--- src/rtl/fp_toplama.sv ---
// fp_toplama: multi-cycle IEEE-754 single-precision adder/subtractor.
// Optional round-to-nearest-even in YUVARLA when FP_TOPLAMA_YUVARLAMA_EN is defined.
module fp_toplama (
    input  logic        clk_i,
    input  logic        rst_ni,
    input  logic        gecerli_i,
    input  logic [31:0] x1_i,
    input  logic [31:0] x2_i,
    output logic        hazir_o,
    output logic [31:0] sonuc_o,
    output logic        gecerli_o
);

    typedef enum logic [2:0] {
        BOSTA,
        AYIR,
        HIZALA,
        TOPLA,
        NORMAL,
        YUVARLA,
        PAKETLE
    } durum_e;

    durum_e             durum_q, durum_d;
    logic [31:0]        a_q, a_d;
    logic [31:0]        b_q, b_d;
    logic               isaret_q, isaret_d;
    logic               cikar_q, cikar_d;
    logic               atla_q, atla_d;
    logic signed [9:0]  us_q, us_d;
    logic [27:0]        mb_q, mb_d;
    logic [27:0]        mk_q, mk_d;
    logic [4:0]         sayac_q, sayac_d;
    logic [31:0]        sonuc_q, sonuc_d;
    logic               gecerli_q, gecerli_d;

    logic               a_sifir;
    logic               b_sifir;
    logic               takas;
    logic [31:0]        buyuk;
    logic [31:0]        kucuk;
    logic [7:0]         fark;
    logic [27:0]        toplam;

    assign a_sifir = (a_q[30:23] == 8'd0);
    assign b_sifir = (b_q[30:23] == 8'd0);
    assign takas   = (b_q[30:0] > a_q[30:0]);
    assign buyuk   = takas ? b_q : a_q;
    assign kucuk   = takas ? a_q : b_q;
    assign fark    = buyuk[30:23] - kucuk[30:23];
    assign toplam  = cikar_q ? (mb_q - mk_q) : (mb_q + mk_q);

`ifdef FP_TOPLAMA_YUVARLAMA_EN
    logic               yuv_art;
    logic [27:0]        yuv_m;

    assign yuv_art = mb_q[2] & (mb_q[1] | mb_q[0] | mb_q[3]);
    assign yuv_m   = mb_q + {24'd0, yuv_art, 3'b000};
`endif

    assign hazir_o   = (durum_q == BOSTA);
    assign sonuc_o   = sonuc_q;
    assign gecerli_o = gecerli_q;

    // State and datapath registers, cleared asynchronously
    always_ff @(posedge clk_i or negedge rst_ni) begin
        if (!rst_ni) begin
            durum_q   <= BOSTA;
            a_q       <= 32'd0;
            b_q       <= 32'd0;
            isaret_q  <= 1'b0;
            cikar_q   <= 1'b0;
            atla_q    <= 1'b0;
            us_q      <= 10'sd0;
            mb_q      <= 28'd0;
            mk_q      <= 28'd0;
            sayac_q   <= 5'd0;
            sonuc_q   <= 32'd0;
            gecerli_q <= 1'b0;
        end else begin
            durum_q   <= durum_d;
            a_q       <= a_d;
            b_q       <= b_d;
            isaret_q  <= isaret_d;
            cikar_q   <= cikar_d;
            atla_q    <= atla_d;
            us_q      <= us_d;
            mb_q      <= mb_d;
            mk_q      <= mk_d;
            sayac_q   <= sayac_d;
            sonuc_q   <= sonuc_d;
            gecerli_q <= gecerli_d;
        end
    end

    // Next-state and datapath: one alignment or normalisation shift per cycle
    always_comb begin
        durum_d   = durum_q;
        a_d       = a_q;
        b_d       = b_q;
        isaret_d  = isaret_q;
        cikar_d   = cikar_q;
        atla_d    = atla_q;
        us_d      = us_q;
        mb_d      = mb_q;
        mk_d      = mk_q;
        sayac_d   = sayac_q;
        sonuc_d   = sonuc_q;
        gecerli_d = 1'b0;

        unique case (durum_q)
            BOSTA: begin
                if (gecerli_i) begin
                    a_d     = x1_i;
                    b_d     = x2_i;
                    atla_d  = 1'b0;
                    durum_d = AYIR;
                end
            end

            AYIR: begin
                if (a_sifir || b_sifir) begin
                    // Zero operand: the other one passes through unchanged
                    atla_d  = 1'b1;
                    durum_d = PAKETLE;
                    if (a_sifir && b_sifir) begin
                        a_d = {a_q[31] & b_q[31], 31'd0};
                    end else if (a_sifir) begin
                        a_d = b_q;
                    end
                end else begin
                    isaret_d = buyuk[31];
                    cikar_d  = buyuk[31] ^ kucuk[31];
                    us_d     = {2'b00, buyuk[30:23]};
                    mb_d     = {2'b01, buyuk[22:0], 3'b000};
                    mk_d     = {2'b01, kucuk[22:0], 3'b000};
                    sayac_d  = (fark > 8'd27) ? 5'd27 : fark[4:0];
                    durum_d  = (fark == 8'd0) ? TOPLA : HIZALA;
                end
            end

            HIZALA: begin
                mk_d    = {1'b0, mk_q[27:2], mk_q[1] | mk_q[0]};
                sayac_d = sayac_q - 5'd1;
                if (sayac_q == 5'd1) begin
                    durum_d = TOPLA;
                end
            end

            TOPLA: begin
                if (toplam == 28'd0) begin
                    isaret_d = 1'b0;
                    us_d     = 10'sd0;
                    mb_d     = 28'd0;
                    durum_d  = PAKETLE;
                end else begin
                    mb_d    = toplam;
                    durum_d = NORMAL;
                end
            end

            NORMAL: begin
                if (mb_q[27]) begin
                    mb_d    = {1'b0, mb_q[27:2], mb_q[1] | mb_q[0]};
                    us_d    = us_q + 10'sd1;
                    durum_d = YUVARLA;
                end else if (mb_q[26]) begin
                    durum_d = YUVARLA;
                end else begin
                    mb_d = {mb_q[26:0], 1'b0};
                    us_d = us_q - 10'sd1;
                end
            end

            YUVARLA: begin
`ifdef FP_TOPLAMA_YUVARLAMA_EN
                if (yuv_m[27]) begin
                    mb_d = {1'b0, yuv_m[27:2], yuv_m[1] | yuv_m[0]};
                    us_d = us_q + 10'sd1;
                end else begin
                    mb_d = yuv_m;
                end
`endif
                durum_d = PAKETLE;
            end

            PAKETLE: begin
                if (atla_q) begin
                    sonuc_d = a_q;
                end else if (us_q >= 10'sd255) begin
                    sonuc_d = {isaret_q, 8'hFF, 23'd0};
                end else if (us_q <= 10'sd0) begin
                    sonuc_d = 32'd0;
                end else begin
                    sonuc_d = {isaret_q, us_q[7:0], mb_q[25:3]};
                end
                gecerli_d = 1'b1;
                durum_d   = BOSTA;
            end

            default: begin
                durum_d = BOSTA;
            end
        endcase
    end

endmodule

--- config.mk ---
export PLATFORM = sky130hd
export DESIGN_NAME = fp_toplama
export DESIGN_NICKNAME = d
export VERILOG_FILES = /design/src/rtl/fp_toplama.sv
export SDC_FILE = /design/constraint.sdc
export NUM_CORES = 1
export LEC_CHECK = 0
export CORE_ASPECT_RATIO = 1.25
export CORE_MARGIN = 3
export CORE_UTILIZATION = 40
export DETAILED_ROUTE_END_ITERATION = 8
export PLACE_DENSITY = 0.62
export SYNTH_ARGS = -nofsm -noshare
export SYNTH_HDL_FRONTEND = slang
export SYNTH_SLANG_ARGS = --single-unit
export TNS_END_PERCENT = 50
--- constraint.sdc ---
create_clock -name clk_i -period 10 [get_ports clk_i]
set_clock_uncertainty 0.2 [all_clocks]
set_input_delay 1 -clock clk_i [delete_from_list [all_inputs] [get_ports clk_i]]
set_output_delay 1 -clock clk_i [all_outputs]
set_load 0.005 [all_outputs]
Word level (Yosys, flattened, before mapping)
Cells that the tools add are included.
- register bits after elaboration: 174
- input bits: 67
- output and inout port bits: 34
- logic and storage cells: 105
- $add $sub $neg: 6
- magnitude comparators: 4
- equal/unequal tests: 15
- muxes and demuxes: 41
- bitwise gates (word level): 5
- reduce and logical (&&, ||, !) cells: 21
- operators by type and width (operator ; count):
    2-to-1 mux 32 bit ; 9
    2-to-1 mux 28 bit ; 4
    one-hot mux 28 bit (3 select lines) ; 1
    one-hot mux 32 bit (2 select lines) ; 1
    one-hot mux 28 bit (2 select lines) ; 1
    2-to-1 mux 27 bit ; 2
    2-to-1 mux 10 bit ; 4
    > comparator 31 bit ; 1
    one-hot mux 10 bit (3 select lines) ; 1
    adder 28 bit ; 1
    logical NOT 28 bit ; 1
    subtractor 28 bit ; 1
    logical NOT 8 bit ; 3
    one-hot mux 3 bit (6 select lines) ; 1
    2-to-1 mux 3 bit ; 5
    AND reduction 3 bit ; 4
    adder 10 x 2 -> 10 bit (second input constant) ; 1
    greater-or-equal comparator 10 x 9 -> 1 bit (second input constant) ; 1
    <= comparator 10 x 1 -> 1 bit (second input constant) ; 1
    2-to-1 mux 5 bit ; 2
    != test 2 bit (second input constant) ; 5
    one-hot mux 5 bit (2 select lines) ; 1
    subtractor 10 x 2 -> 10 bit (second input constant) ; 1
    == test 3 bit (second input constant) ; 3
    other kinds (21) ; 37

Longest topological paths before layout
Gate-level depths: netlist of the first run.
- depth in word-level cells: 7
- mapped depth: 22
- depth with buffers taken out: 20

Least setup slack after synthesis of the first run
OpenSTA, ideal clock, no wires.
- kind: register -> register
- start: register mk_q[6]
- end: register us_q[2]
- setup time: 0.125 ns
- data arrival time: 4.416 ns
- data required time: 9.675 ns
- slack: 5.259 ns
- stages on the path, launching flop included: 22
- path buffers: 3
- period minus slack after synthesis: 4.741 ns
- path through: dfrtp_1 buf_6 or4_4 nor3_4 nor3b_4 nand2_1 nor2_1 nor2_1 xnor2_1 ha_1 clkbuf_1 nand3_1 nor3_1 o311ai_1 a41oi_1 o22a_1 xor2_1 nor4_2 a31oi_2 nand2b_1 buf_6 mux2_4
- word-level cells in the longest chain between the ends: 5
- elaborated cells between the ends (all ways): 6
- those cells by class: add/sub: 2; eq/ne: 1; mux: 1; reduce/logical: 2
- ends and longest elaborated chain (item ; line ; text):
    start, declared ; 32 ; logic [27:0] mk_q, mk_d;
    start signal, assigned ; 89 ; mk_q <= mk_d;
    adder 28 bit / subtractor 28 bit (equally long branches) ; 51 ; assign toplam = cikar_q ? (mb_q - mk_q) : (mb_q + mk_q);
    2-to-1 mux 28 bit * ; 51 ;
    logical NOT 28 bit * ; 151 ; if (toplam == 28'd0) begin
    != test 2 bit (no line) * ; n/a ;
    AND reduction 4 bit (no line) * ; n/a ;
    end signal, assigned ; 87 ; us_q <= us_d;
    end, declared ; 30 ; logic signed [9:0] us_q, us_d;
Every way passes the cells marked *; elsewhere a longest branch is shown, timed or not.
A chain may end at the register's enable or synchronous reset.

Worst setup path after layout of the first run
Same ends and word-level chain as after synthesis.

==> results.md, run 1 <==
- Synth area leaders: dfrtp_1, ha_1, o21ai_0
- Fin crit share: 0.568
- Post-DP HPWL: 30800 um
- Mapped Area: 0.0123 mm^2
- Crit Path Class: reg2reg
- Post-DRT Antenna Nets: 0
- I/O Pins: 101
- Synthesized net count: 1574
- GRT overflow: 0
- Final nets: 1615
- Worst Tran Pin Value: 1220 ps
- Setup TNS: 0 ps
- Largest net degree at the start of global routing: 68
- Syn_area_per_cell: 8.56 um^2
- Post-CTS setup buffer count: 0
- Fmax: 176 MHz
- First-pass GRT wire length: 63900 um
- Clock Path Buffers: 2
- Setup violators final: 0
- CTS tree: yes
- Core footprint: 0.0302 mm^2
- Final WL: 41100 um
- Maxcap violations: 0
- Clk slew on worst S/H paths: 70 ps
- Hold buffers post-CTS: 0
- CP Max Fanout: 10
- Antenna diodes: 0
- Worst hold margin: 279 ps
- Share of the synthesized area in the top cell type: 0.353
- Slew Limit Headroom: 0.186
- Top_reg_cell synth: dfrtp_1
- Yosys warns: 0
- DR WL/cell: 21.8 um
- Slew Viols, Final: 0
- # clock sinks: 173
- Resized Gates After CTS: 0
- Port buffer count: 100
- Critical path launch point type: flip-flop
- Sequential element share of the synthesized area: 0.353
- Largest family of logic cells by synthesized area: compound AO/OA/AOI/OAI gates
- RSZ-0062 raised after global routing: false
- Final min period: 5680 ps
- Synthesized flop and latch total: 173
- Die H: 202 um
- Post-synthesis mux area share: 0.0677
- Worst path required time: 10130 ps
- Initial antenna violation count: 0
- Post-synthesis simple-gate area fraction: 0.155
- Status: complete, no violations
- Post-synthesis compound-gate area fraction: 0.259
- Synth unique cells: 84
- Die Wd: 163 um
- H-tree depth: 4
- Vias in the first global route: 11.3k
- # DRC: 0
- Initial DRC Count: 703
- Drt first pass iters: 5
- Rows: 71
- Post-Synth Adder-Cell Area: 0.0756
- Layout cells sized above 1: 0.0766
- Critical path data arrival time: 5810 ps
- Final hold vios: 0
- RePlAce Congestion: 0.899
- Synthesis-to-layout area growth: 15.7%
- Largest area contributor in the netlist: dfrtp_1
- Synth Area in XOR/XNOR: 0.0399
- Die area: 0.0328 mm^2
- Mapped Cells: 1434
- Initial core utilization: 0.406
- Number of synthesized flops with an enable pin: 0
- Vias per cell: 6.00
- Vias: 11.3k
- CP Capture Type: flip-flop
- Clock root cell: clkbuf_16
- Hold Path Class: reg2reg
- Synth async-reset ratio: 1.00
- Overall Global Routing Usage: 0.249
- Total CTS buffers: 17
- Worst skew pair latency: 450 ps
[per-layer routing]
metal	wire, um	GRT usage	share of wire
met1	16200	0.292	0.39
met2	20800	0.434	0.51
met3	1500	0.0273	0.036
met4	2650	0.154	0.064
met5	0	0	0
[cells in the mapped netlist (11+ instances only)]
master / instances
mux2_2: 32
dfrtp_1: 173
inv_1: 59
nor2_1: 114
a21o_1: 24
and3_1: 11
a22oi_1: 36
a221oi_1: 45
o22ai_1: 20
nand4_1: 15
o21ai_0: 150
nor3_1: 31
o21a_1: 13
mux2i_1: 38
clkbuf_1: 67
nor2b_1: 14
a211oi_1: 12
a21oi_1: 124
ha_1: 71
xnor2_1: 45
nand3_1: 29
nor4_1: 17
nand2_1: 133
[registers in the layout (all words and copies together), names as in the netlist]
register	flops
mb_q	28
b_q	32
cikar_q	1
sayac_q	5
gecerli_o	1
isaret_q	1
sonuc_o	32
atla_q	1
a_q	32
mk_q	27
durum_q	3
us_q	10
[logic make-up (layout without fill, tap and decap cells)]
family / Yosys count / after routing
AO/OA/AOI/OAI: 499 / 499
AND/OR/NAND/NOR: 405 / 405
flip-flops: 173 / 173
buffers and inverters: 153 / 207
multiplexers: 76 / 76
adder cells (fa/ha/maj): 73 / 73
XOR/XNOR: 55 / 55
[final timing paths]
kind,startpoint,to,slack (ps),cells after the start
max,mk_q[6],us_q[2],4320,17
min,sonuc_o[27],sonuc_o[27],280,2
max reg2reg,mk_q[6],us_q[2],4320,17
max in group asynchronous,rst_ni,mb_q[24],7290,3
min in group asynchronous,rst_ni,b_q[10],290,1
min reg2reg,sonuc_o[27],sonuc_o[27],280,2
[layout make-up]
type | instances | area, um^2
Fill cell | 2983 | 16000
Multi-Input combinational cell | 1108 | 7380
Sequential cell | 173 | 4330
Timing Repair Buffer | 115 | 1110
Tap cell | 401 | 502
Clock buffer | 18 | 439
Inverter | 60 | 225
Clock inverter | 14 | 205
[per-stage QoR]
stage | instances | area (um^2) | utilization | setup WS [ps]
after floorplan | 1434 | 12300 | - | 5260
after global placement | 1857 | 13600 | 0.449 | 4500
after detailed placement | 1857 | 13600 | 0.449 | 4420
after CTS | 1889 | 14200 | 0.470 | 4390
after global routing | 1889 | 14200 | 0.470 | 3910
final | 1889 | 14200 | 0.470 | 4320
[worst max-delay path, stage by stage, from the launching register on]
cell      delay, ps
dfrtp_1         470
or4_4           590
nor3_4          150
nor3b_4         420
a21oi_1         140
xnor2_1         150
ha_1            460
nand4_1         160
nor2_1          200
o211ai_1        210
a311oi_1        330
a211oi_1        110
nor4_1          350
o211ai_1        160
nor4_2          400
a31oi_2         190
nand2b_1        440
mux2_4          430
[placed cells by master (no fill, tap or decap), drive strengths merged, types with 4 or more instances in the layout]
| cell type | n |
|---|---|
| a211oi | 14 |
| a21o | 24 |
| a21oi | 125 |
| a221oi | 46 |
| a22oi | 36 |
| a31oi | 9 |
| a41oi | 4 |
| and2 | 7 |
| and3 | 11 |
| buf | 16 |
| bufinv | 4 |
| clkbuf | 18 |
| clkdlybuf4s50 | 99 |
| clkinv | 4 |
| dfrtp | 173 |
| ha | 71 |
| inv | 64 |
| mux2 | 38 |
| mux2i | 38 |
| nand2 | 133 |
| nand2b | 8 |
| nand3 | 29 |
| nand4 | 15 |
| nor2 | 114 |
| nor2b | 14 |
| nor3 | 33 |
| nor4 | 18 |
| o2111ai | 5 |
| o211ai | 8 |
| o21a | 13 |
| o21ai | 155 |
| o22ai | 20 |
| o311ai | 4 |
| o31ai | 5 |
| or3 | 8 |
| xnor2 | 46 |
| xor2 | 9 |
Power of run 1 is not shown: default switching activity piles up to over one toggle a cycle in this logic, so the estimate is an artifact.
==> inputs of run 2 (changes only) <==
==> constraint.sdc (replaced) <==
create_clock -name clk_i -period 5.7 [get_ports clk_i]
set_clock_uncertainty 0.2 [all_clocks]
set_input_delay 0.57 -clock clk_i [delete_from_list [all_inputs] [get_ports clk_i]]
set_output_delay 0.57 -clock clk_i [all_outputs]
set_load 0.005 [all_outputs]
==> run 2 against run 1 <==
Effect of this change: count of clock-buffer cells in the layout is 5 higher; first-iteration DRC count increased by 20%; via count grew 2.7%; routed wire length is 2.4% higher; largest cell class unchanged; flip-flop and latch count did not move; sequential share of layout area decreased by 0.070 points; cell area is 0.23% higher; critical endpoint unchanged; final cell count rose by 0.42%.
==> results.md, run 2 (synthesis gave the netlist of run 1 again) <==
- Final min period: 5260 ps
- # clock sinks: 173
- Placed Area: 0.0136 mm^2
- Synthesis-to-layout area growth: 15.9%
- Clk slew on worst S/H paths: 60 ps
- Maxcap violations: 0
- Die Wd: 163 um
- Clock root cell: clkbuf_16
- H-tree depth: 4
- GRT overflow: 0
- Post-DP HPWL: 31400 um
- Hold Path Class: in2async
- Worst skew pair latency: 450 ps
- Most common cell after layout, fill and taps aside: dfrtp_1
- CP Capture Type: flip-flop
- Post-DRT Antenna Nets: 0
- Drt first pass iters: 5
- Antenna diodes: 0
- # DRC: 0
- Clock Path Buffers: 2
- Port buffer count: 100
- Die area: 0.0328 mm^2
- Fmax: 190 MHz
- Total CTS buffers: 17
- Vias in the first global route: 11.5k
- Final cell count without fillers: 1897
- Initial antenna violation count: 0
- Worst Tran Pin Value: 1200 ps
- First-pass GRT wire length: 65300 um
- Rows: 71
- Layout cells sized above 1: 0.0822
- Commonest cells after routing, fill and taps aside: dfrtp_1, o21ai_0, nand2_1
- Initial DRC Count: 845
- I/O Pins: 101
- Worst path required time: 5830 ps
- DR WL/cell: 22.2 um
- Critical path data arrival time: 5390 ps
- Setup TNS: 0 ps
- Final hold vios: 0
- CP Max Fanout: 9
- Slew Viols, Final: 0
- Vias: 11.6k
- Slew Limit Headroom: 0.201
- Final core occ: 0.471
- Dpl cells: 1864
- CTS tree: yes
- Hold buffers post-CTS: 0
- Post-route cell area: 0.0142 mm^2
- Die H: 202 um
- Final nets: 1624
- Overall Global Routing Usage: 0.255
- Critical path launch point type: flip-flop
- Status: complete, no violations
- RSZ-0062 raised after global routing: false
- Crit Path Class: reg2reg
- Vias per cell: 6.13
- Core footprint: 0.0302 mm^2
- Fin crit share: 0.922
- Final WL: 42100 um
- Largest net degree at the start of global routing: 95
- Initial core utilization: 0.406
- RePlAce Congestion: 0.993
- Setup violators final: 0
==> run 2: cell count changes in the layout (fill, tap and decap cells not counted), moves of 2 or more <==
cell       delta
buf_4         +9
clkbuf_1      +4
inv_6         -4
bufinv_16     -2
ha_1          -2
ha_2          +2
nor2_2        +2
==> run 2: stage by stage <==
step / hold WS, ps / setup slack [ps]
floorplan: 74.4 / 959
global placement: 266 / 91.2
detailed placement: 274 / 48.6
CTS: 43.9 / 6.90
global route: 99.3 / 114
finish: 5.03 / 443
==> run 2: worst paths after layout <==
kind,depth (start not counted),from,endpoint,slack [ps]
worst max-delay path,18,mk_q[7],us_q[2],440
worst min-delay path,1,rst_ni,b_q[10],5
worst max register to register,18,mk_q[7],us_q[2],440
worst min register to register,2,sonuc_o[20],sonuc_o[20],280
max in group asynchronous,2,rst_ni,sonuc_o[15],4090
min in group clk_i,2,sonuc_o[20],sonuc_o[20],280
==> run 2: cell type report <==
class / instances / area [um^2]
clock buffers: 23 / 468
clock inverters: 8 / 110
fillers: 2983 / 16000
inverters: 60 / 225
multi-input cells: 1108 / 7410
flip-flops and latches: 173 / 4330
well taps: 401 / 502
repair buffers: 124 / 1180
==> run 2: repair_timing <==
action	4_1_cts	5_1_grt
buffers inserted	0	2
gates resized for setup	0	9
hold endpoints to repair	0	0
endpoints found under the setup margin	0	10
==> run 2: layer usage <==
layer / share of wire / wire length, um / global-route usage / up-vias
li1: - / - / - / 5388
met3: 0.042 / 1790 / 0.0303 / 121
met2: 0.51 / 21400 / 0.444 / 432
met1: 0.38 / 16200 / 0.296 / 5696
met5: 0 / 0 / 0 / -
met4: 0.066 / 2780 / 0.159 / 0
==> run 2: critical path, stage by stage, from the launching register on <==
cell	delay, ps
dfrtp_1	460
or4_4	570
nor3_4	160
nor3b_4	190
buf_4	180
nor2_1	60
xnor2_1	130
ha_1	380
a21oi_1	340
o21ai_0	130
a21oi_1	290
and3_1	250
a211oi_1	100
nor4_1	340
o211ai_1	200
nor4_4	350
a31oi_2	180
nand2b_4	270
mux2_4	360
Power of run 2 is left out for the same reason.
==> inputs of run 3 (changes only) <==
--- a/config.mk
+++ b/config.mk
@@ -5,11 +5,14 @@
 export SDC_FILE = /design/constraint.sdc
 export NUM_CORES = 1
 export LEC_CHECK = 0
+export CELL_PAD_IN_SITES_DETAIL_PLACEMENT = 2
+export CELL_PAD_IN_SITES_GLOBAL_PLACEMENT = 2
 export CORE_ASPECT_RATIO = 1.25
 export CORE_MARGIN = 3
-export CORE_UTILIZATION = 40
+export CORE_UTILIZATION = 37
 export DETAILED_ROUTE_END_ITERATION = 8
-export PLACE_DENSITY = 0.62
+export GPL_TIMING_DRIVEN = 0
+export PLACE_DENSITY = 0.85
 export SYNTH_ARGS = -nofsm -noshare
 export SYNTH_HDL_FRONTEND = slang
 export SYNTH_SLANG_ARGS = --single-unit
==> run 3 against run 2 <==
Effect of this change: non-clock buffer count grew 71; via count grew 8.6%; cell area grew 3.1%; final cell count grew 4.4%; worst hold slack gained 290 ps; critical path depth grew 2; fmax shrank 6.4%; sequential share of layout area shrank 0.91 points; flip-flop and latch count is the same.
==> results.md, run 3 (synthesis gave the netlist of run 1 again) <==
- Status: complete, no violations
- Most common cell after layout, fill and taps aside: dfrtp_1
- CP top delay family: simple AND/OR/NAND/NOR gates
- Rows: 73
- Overall Global Routing Usage: 0.318
- Area occupied by multi-input gates: 0.00753 mm^2
- Maxcap violations: 0
- Slew Limit Headroom: 0.0877
- Layout cells sized above 1: 0.0912
- Crit Path Class: reg2reg
- # DRC: 0
- Slew Viols, Final: 0
- Slowest cell on the critical path: or4_4
- Final nets: 1695
- RePlAce Congestion: 0.930
- First-pass GRT wire length: 86200 um
- Worst R2R Path Depth: 20
- Largest net degree at the start of global routing: 104
- Filler cells: 3515
- CP Max Fanout: 9
- Total CTS buffers: 17
- Worst hold margin: 292 ps
- Final WL: 57000 um
- M3 GR Usage: 0.0428
- GRT Max-Usage Layer: met2
- Worst path buffer plus inverter count: 2
- Critical path launch point type: flip-flop
- Final worst slack: 82.2 ps
- Fmax: 178 MHz
- Synthesis-to-layout area growth: 19.5%
- Initial antenna violation count: 0
- Placed Area: 0.0138 mm^2
- GRT overflow: 0
- Post-DP HPWL: 42500 um
- Post-route cell area: 0.0147 mm^2
- Worst path required time: 5850 ps
- Die Wd: 169 um
- Setup violators final: 0
- Critical path data arrival time: 5770 ps
- Commonest cells after routing, fill and taps aside: dfrtp_1, o21ai_0, nand2_1
- Initial DRC Count: 964
- Met2 Use GR: 0.547
- Slowest cell delay on critical path: 560 ps
- Clock root cell: clkbuf_16
- Vias in the first global route: 14.0k
- CP Capture Type: flip-flop
- Core footprint: 0.0322 mm^2
- CP cell instances: buf_6 > or4_4 > nor3_4 > nor3b_4 > nand2_2 > nor4_1 > nor2_1 > xnor2_2 > ha_4 > nand3_1 > nor3_2 > o311ai_1 > nand3_1 > xnor2_1 > nand4_1 > nor4_2 > a31oi_2 > nand2b_1 > buf_6 > mux2_4
- Vias per cell: 6.38
- Crit path depth: 20
- Vias: 12.6k
- Reg area: 0.00433 mm^2
- I/O Pins: 101
- Clock Path Buffers: 2
- Antenna diodes: 0
- Post-DRT Antenna Nets: 0
- Worst Tran Pin Value: 1360 ps
- DR WL/cell: 28.8 um
- Worst skew pair latency: 470 ps
- Hold Path Class: reg2reg
- CTS tree: yes
- Hold Crit Depth: 2
- Port buffer count: 100
- Clk slew on worst S/H paths: 70 ps
- DP Worst Slack: -255 ps
- Drt first pass iters: 8
- Die area: 0.0354 mm^2
- Initial core utilization: 0.381
- Met1 Usage GRT: 0.368
- Die H: 210 um
- H-tree depth: 4
- # clock sinks: 173
- Fin crit share: 0.986
- Final min period: 5620 ps
- Final hold vios: 0
==> run 3: timing repair <==
action,4_1_cts,5_1_grt
hold buffers,1,0
resized for setup,6,37
endpoints found under the hold margin,70,0
buffers inserted,1,4
pin swaps,1,11
setup endpoints to repair,16,17
==> run 3: per-stage QoR <==
stage / TNS (ps) / util / std cells
after floorplan: 0 / - / 1434
after global placement: -641100 / 0.428 / 1946
after detailed placement: -2080 / 0.429 / 1947
after CTS: 0 / 0.449 / 1978
after global routing: -759 / 0.455 / 1980
final: 0 / 0.455 / 1980
==> run 3: worst register-to-register path, stage by stage, from the launching register on <==
cell      delay [ps]
dfrtp_1          380
buf_6            140
or4_4            560
nor3_4           220
nor3b_4          370
nand2_2          140
nor4_1           280
nor2_1           140
xnor2_2          220
ha_4             320
nand3_1          160
nor3_2           280
o311ai_1         250
nand3_1          200
xnor2_1          180
nand4_1          190
nor4_2           380
a31oi_2          210
nand2b_1         210
buf_6            180
mux2_4           310
==> run 3: area by class of cell <==
class,count,area share
timing repair buffer,107,0.0737
clock buffer,17,0.0290
tap,412,0.0351
inverter,60,0.0154
buffer,88,0.0258
multi-input combinational,1108,0.513
sequential,173,0.295
clock inverter,15,0.0127
==> run 3: worst paths after layout <==
check                           slack (ps)          end  startpoint
worst max-delay path                    80      us_q[6]     mk_q[6]
min in group asynchronous              440   sayac_q[3]      rst_ni
worst max register to register          80      us_q[6]     mk_q[6]
worst min-delay path                   290   sonuc_o[8]  sonuc_o[8]
max in group asynchronous             3880  sonuc_o[12]      rst_ni
worst min register to register         290   sonuc_o[8]  sonuc_o[8]
==> run 3: layer usage <==
layer	vias up	routed length [um]
met5	-	0
met4	0	4140
met3	192	2460
met1	6468	21900
li1	5524	-
met2	454	28600
Power of run 3 is left out for the same reason.
